## src/rtl/ram_port_arbiter.sv

```systemverilog
// Two-requester round-robin arbiter that serialises write/read transactions
// onto a single command-strobe RAM port, with a bounded wait for read data.
module ram_port_arbiter #(
  parameter int MEM_WIDTH = 8,
  parameter int ADDR_SIZE = 8,
  parameter int TIMEOUT   = 4
) (
  input  logic                   clk,
  input  logic                   rst_n,
  input  logic [1:0]             req,
  input  logic [1:0]             we,
  input  logic [2*ADDR_SIZE-1:0] addr,
  input  logic [2*MEM_WIDTH-1:0] wdata,
  output logic [1:0]             ack,
  output logic [1:0]             err,
  output logic [MEM_WIDTH-1:0]   rdata,
  output logic                   busy,
  output logic                   gnt_id,
  output logic [MEM_WIDTH+1:0]   ram_din,
  output logic                   ram_rx_valid,
  input  logic [MEM_WIDTH-1:0]   ram_dout,
  input  logic                   ram_tx_valid
);

  localparam int CNT_W = $clog2(TIMEOUT + 1);

  typedef enum logic [2:0] {
    IDLE, WR_ADDR, WR_DATA, RD_ADDR, RD_CMD, RD_WAIT, DONE
  } state_t;

  state_t                 state, state_next;
  logic                   last_gnt;
  logic                   we_q;
  logic [ADDR_SIZE-1:0]   addr_q;
  logic [MEM_WIDTH-1:0]   wdata_q;
  logic [CNT_W-1:0]       cnt;
  logic                   err_flag;

  logic                   winner;
  logic                   win_we;
  logic [ADDR_SIZE-1:0]   win_addr;
  logic [MEM_WIDTH-1:0]   win_wdata;

  // Under contention the requester not served last wins; otherwise the sole requester.
  always_comb begin
    winner    = (req == 2'b11) ? ~last_gnt : req[1];
    win_we    = winner ? we[1] : we[0];
    win_addr  = winner ? addr[2*ADDR_SIZE-1:ADDR_SIZE] : addr[ADDR_SIZE-1:0];
    win_wdata = winner ? wdata[2*MEM_WIDTH-1:MEM_WIDTH] : wdata[MEM_WIDTH-1:0];
  end

  always_ff @(posedge clk) begin
    if (!rst_n) begin
      state    <= IDLE;
      last_gnt <= 1'b1;
      gnt_id   <= 1'b0;
      we_q     <= 1'b0;
      addr_q   <= '0;
      wdata_q  <= '0;
      cnt      <= '0;
      err_flag <= 1'b0;
      rdata    <= '0;
    end else begin
      state <= state_next;
      case (state)
        IDLE: begin
          if (|req) begin
            gnt_id   <= winner;
            last_gnt <= winner;
            we_q     <= win_we;
            addr_q   <= win_addr;
            wdata_q  <= win_wdata;
            err_flag <= 1'b0;
          end
        end
        RD_CMD: cnt <= '0;
        RD_WAIT: begin
          // Data arriving on the last permitted cycle beats the timeout.
          if (ram_tx_valid) begin
            rdata    <= ram_dout;
            err_flag <= 1'b0;
          end else if (cnt == CNT_W'(TIMEOUT - 1)) begin
            rdata    <= '0;
            err_flag <= 1'b1;
          end else begin
            cnt <= cnt + CNT_W'(1);
          end
        end
        default: ;
      endcase
    end
  end

  always_comb begin
    state_next = state;
    case (state)
      IDLE:    if (|req) state_next = win_we ? WR_ADDR : RD_ADDR;
      WR_ADDR: state_next = WR_DATA;
      WR_DATA: state_next = DONE;
      RD_ADDR: state_next = RD_CMD;
      RD_CMD:  state_next = RD_WAIT;
      RD_WAIT: if (ram_tx_valid || cnt == CNT_W'(TIMEOUT - 1)) state_next = DONE;
      DONE:    state_next = IDLE;
      default: state_next = IDLE;
    endcase
  end

  // RAM port and handshake outputs depend only on registered state and latched fields.
  always_comb begin
    ack          = 2'b00;
    err          = 2'b00;
    ram_din      = '0;
    ram_rx_valid = 1'b0;
    busy         = (state != IDLE);
    case (state)
      WR_ADDR: begin
        ram_din      = {2'b00, MEM_WIDTH'(addr_q)};
        ram_rx_valid = 1'b1;
      end
      WR_DATA: begin
        ram_din      = {2'b01, wdata_q};
        ram_rx_valid = 1'b1;
      end
      RD_ADDR: begin
        ram_din      = {2'b10, MEM_WIDTH'(addr_q)};
        ram_rx_valid = 1'b1;
      end
      RD_CMD: begin
        ram_din      = {2'b11, {MEM_WIDTH{1'b0}}};
        ram_rx_valid = 1'b1;
      end
      DONE: begin
        ack = gnt_id ? 2'b10 : 2'b01;
        err = gnt_id ? {err_flag, 1'b0} : {1'b0, err_flag};
      end
      default: ;
    endcase
  end

endmodule

```

## config.mk

```make
export PLATFORM = sky130hd
export DESIGN_NAME = ram_port_arbiter
export DESIGN_NICKNAME = d
export VERILOG_FILES = /design/src/rtl/ram_port_arbiter.sv
export SDC_FILE = /design/constraint.sdc
export NUM_CORES = 1
export LEC_CHECK = 0
export ABC_AREA = 1
export BUFFER_PORTS_ARGS = -buffer_cell sky130_fd_sc_hd__buf_2
export CAP_MARGIN = 20
export CORE_ASPECT_RATIO = 1.75
export CORE_MARGIN = 10
export CORE_UTILIZATION = 50
export CTS_BUF_LIST = sky130_fd_sc_hd__clkbuf_4 sky130_fd_sc_hd__clkbuf_8
export CTS_CLUSTER_DIAMETER = 100
export DETAILED_ROUTE_END_ITERATION = 10
export PLACE_DENSITY_LB_ADDON = 0.3
export SYNTH_ARGS = -nofsm -noshare
export SYNTH_HDL_FRONTEND = slang
export SYNTH_SLANG_ARGS = --single-unit
```

## constraint.sdc

```tcl
create_clock -name clk -period 1.5 [get_ports clk]
set_input_delay 0.3 -clock clk [delete_from_list [all_inputs] [get_ports clk]]
set_output_delay 0.3 -clock clk [all_outputs]
set_load 0.02 [all_outputs]
```

# Yosys cells after proc, flatten, opt, wreduce, memory -nomap -nowiden
# Index checks and enable logic that the tools add are counted.
# totals
ff_bits	33
in_bits	47
out_inout_bits	25
elab_cells	59
# classes
addsub	1
n_eq_ne	13
muxes	23
bitwise	1
reduce_logical	13
# ops
operator	count
10-bit one-hot mux with 4 select lines	1
8-bit two-way mux	4
3-bit one-hot mux with 6 select lines	1
3-bit two-way mux	4
2-bit two-way mux	5
3-bit by 2-bit equality test with 1-bit output (second input constant)	3
3-bit equality test (second input constant)	3
2-bit != test (second input constant)	4
1-bit two-way mux	6
3-bit one-hot mux with 2 select lines	1
2-bit AND reduction	3
3-bit AND reduction	2
2-bit nonzero test	3
4-bit OR reduction	1
3-bit by 1-bit adder with 3-bit output (second input constant)	1
3-bit by 1-bit equality test with 1-bit output (second input constant)	1
3-bit zero test	1
3-bit != test (second input constant)	1
3-bit nonzero test	1
2-bit equality test (second input constant)	1
1-bit one-hot mux with 2 select lines	1
2-bit OR reduction	1
1-bit logical OR	1
1-bit NOT	1

# Depth between registers and ports, before layout
# depth
word_depth	6
depth_mapped	8
mapped_depth_nobuf	8

# Least setup slack after synthesis
# OpenSTA, ideal clock, no wires.
# synth_timing
path_type	register to output
from	reg state[2]
to	out ram_din[0]
arrival_ns	1.309
required_ns	1.200
slack_ns	-0.109
stages_incl_launch_ff	6
path_buffers	2
cell_sequence	dfxtp_1 -> buf_4 -> inv_1 -> nand3_1 -> clkbuf_1 -> o21ai_0
# synth_between
elab_chain_cells	2
elab_cells_between_ends	5
classes_between	eq/ne: 4; mux: 1
# synth_rtl
item	line	source
start, declared	31	state_t state, state_next;
start signal, assigned	64	state <= state_next;
3-bit equality test, or another cell as far along	115	case (state)
10-bit one-hot mux with 4 select lines *	115	
end, declared	19	output logic [MEM_WIDTH+1:0] ram_din,
# Mark *: on every way between the ends. The rest lies on a longest branch, timed or not.

# Final worst setup path
# layout_timing
from	reg state[0]
to	out ram_din[0]
# The elaborated chain is that of the path after synthesis.

==> out/metrics.yaml <==
ys_warn_count: 0
yosys_register_bits: 33
violations: "setup timing"
async_flop_share_pct: 0
drv_cap: 0
comb_power_share_pct: 45.9
areaGrowthSynthToFinish_pct: 44.7
hold_class: "primary input to flip-flop"
syn_avg_cell_area_um2: 6.73
drt_iter0_markers: 94
fin_area_um2: 2590
cts_buffer_depth: 2
vias_per_cell: 5.05
io_pins: 72
synthCells: 266
tightest_slew_ns: 0.354
core_um2: 3430
insertion_delay_ns: 0.29
fin_crit_sh_pct: 104
nNetsFinal: 396
cts_tree: "done"
die_y_um: 99.2
post-dp-hpwl_mm: 3.90
placed_area_um2: 2190
wire_per_inst_um: 13.8
fillers: 283
holdBufCountCts: 0
internal-power_mw: 2.28
regArea_um2: 672
start_util_pct: 52.2
grt_usage_pct: 16.3
yosys.cell_count.top_type: "nand2_1"
hold_viol: 0
cts.clk_slew.worst_paths_ns: 0.07
cts.sinks: 33
h-tree-depth: 2
switching_share_pct: 39.8
slew-limit-headroom_pct: 76.4
place_congestion: 0.871
rows: 28
critPathKind: "flip-flop to primary output"
yosysSeqAreaShare_pct: 36.9
preCtsSetupSlack_ns: 0.0144
drive_gt1_share_pct: 42.0
cts-root-buf: "clkbuf_8"
p_leak_nw: 1.22
antennaDiodeCount: 0
syn_nets: 315
netlist_area_um2: 1790
final_core_util_pct: 75.4
grt_overflow: 0
status: "finished with violations"
power.density_nw_per_um2: 1470
rsz0062_at_grt: "true"
r2r_slack_ns: 0.10
critical_path_arrival_ns: 1.25
p_sw_mw: 1.51
final-setup-viol-count: 13
grt_max_degree: 29
cts_buffers: 5
first_pass_iters: 4
slew_viol_final: 0
vias: 1986
worstPathRequired_ns: 1.20
p_clk_share_pct: 23.3
synthFlopType: "dfxtp_1"
power_frac_seq_pct: 30.8
die_w_um: 65.2
synth-edff-count: 0
end_kind: "primary output"
ir_drop_uv: 1050
cp-start-kind: "flip-flop"
finalClockSkew_ns: 0.00718
port_buffers: 71
antenna_found_initial: 0
synth.largest_area_cell: "dfxtp_1"
drt_wl_total_mm: 5.41
die_area_um2: 6470
grt_pass1_vias: 1960
drc: 0
yosysUniqueCellTypes: 23
synthTopCellsByArea: "dfxtp_1 (37%), nand2_1 (21%), nand3_1 (6.4%), a21oi_1 (5.6%), a21oi_2 (4.9%)"
fin_setup_tns_ns: -0.483
power.total_mw: 3.80
grt_pass1_wl_mm: 8.58
worstPathMaxFanout: 4
multi_input_area_um2: 1080
postRouteAntennaNets: 0
clock.fmax_ghz: 0.644
synth_common_cells: "nand2_1 (98), dfxtp_1 (33), nand3_1 (23), a21oi_1 (20), inv_1 (20)"
fin_ws_ns: -0.0534
finalCriticalPeriod_ns: 1.55
synth_top_area_share_pct: 36.9
routing by layer:
metal | vias up | GRT usage (%) | wire length, um
li1 | 1011 | - | -
met1 | 900 | 15.5 | 2030
met2 | 64 | 30.1 | 2920
met3 | 11 | 6.18 | 379
met4 | 0 | 6.29 | 87
met5 | - | 0 | 0
critical path, stage by stage (launching register included):
cell and delay [ns]:
dfxtp_4 0.38, inv_6 0.05, nor2_4 0.10, buf_4 0.14
nand2_1 0.08, o21ai_4 0.08, buf_6 0.13
flip-flops by register name, summed over array words and instances, names as in the netlist:
signal / flops
last_gnt: 1
err_flag: 1
cnt: 3
rdata: 8
state: 3
gnt_id: 1
addr_q: 8
wdata_q: 8
power by group through the flow:
stage	Clock [mW]	Combinational (mW)	Sequential, mW
final	0.884	1.74	1.17
after global routing	0.937	1.90	1.19
after CTS	0.898	1.61	1.15
after detailed placement	0	1.36	1.13
after floorplan	0	1.04	1.12
after global placement	0	1.35	1.13
kinds of logic after synthesis:
| group | count (synthesis) | share of synthesized area, % |
|---|---|---|
| AND/OR/NAND/NOR | 154 | 38.5 |
| AO/OA/AOI/OAI | 42 | 13.8 |
| buffers and inverters | 35 | 9.36 |
| flip-flops | 33 | 36.9 |
| adder cells (fa/ha/maj) | 2 | 1.40 |
cell usage in the layout, fill, tap and decap left out, types with 2 or more instances in the layout:
| cell type | netlist | routed |
|---|---|---|
| nand2_1 | 98 | 95 |
| buf_2 | 3 | 56 |
| dfxtp_1 | 33 | 30 |
| a21oi_1 | 20 | 20 |
| nand3_1 | 23 | 20 |
| inv_1 | 20 | 19 |
| nand2_2 | 12 | 15 |
| buf_4 | 3 | 14 |
| buf_6 | 0 | 13 |
| nor2_1 | 12 | 10 |
| a21oi_2 | 10 | 10 |
| o21ai_2 | 0 | 6 |
| clkbuf_8 | 0 | 6 |
| inv_2 | 4 | 3 |
| o21ai_4 | 0 | 3 |
| nand4_1 | 3 | 3 |
| dfxtp_4 | 0 | 3 |
| nand3_4 | 0 | 2 |
| nor2_4 | 0 | 2 |
| nor3_2 | 0 | 2 |
| o21ai_0 | 12 | 2 |
| ha_1 | 2 | 2 |
final cells by class:
| cell class | count | area share (%) |
|---|---|---|
| Multi-Input combinational cell | 198 | 41.7 |
| Clock buffer | 7 | 3.48 |
| Tap cell | 45 | 2.17 |
| Clock inverter | 1 | 1.16 |
| Inverter | 25 | 4.40 |
| Timing Repair Buffer | 84 | 21.1 |
| Sequential cell | 33 | 25.9 |
path summary, 6_finish.rpt:
check,start,end,cells past startpoint
max reg2reg,cnt[0]$_SDFFE_PN0P_,state[1]$_SDFFE_PN0P_,8
min reg2reg,rdata[0]$_SDFFE_PN0P_,rdata[0]$_SDFFE_PN0P_,2
min,ram_dout[2],rdata[2]$_SDFFE_PN0P_,3
max,state[0]$_SDFFE_PN0P_,ram_din[0],6
per-stage QoR:
stage | hold WS (ns) | instances
after global routing | 0.256 | 393
final | 0.256 | 393
after detailed placement | 0.451 | 380
after floorplan | 0.386 | 266
after global placement | 0.445 | 380
after CTS | 0.247 | 391
what timing repair did:
action / CTS / global route
gates cloned: 1 / 0
setup endpoints to repair: 15 / 31
gates resized for setup: 60 / 18
setup buffers: 2 / 2
pin swaps: 1 / 1
(Power assumes the default switching activity.)
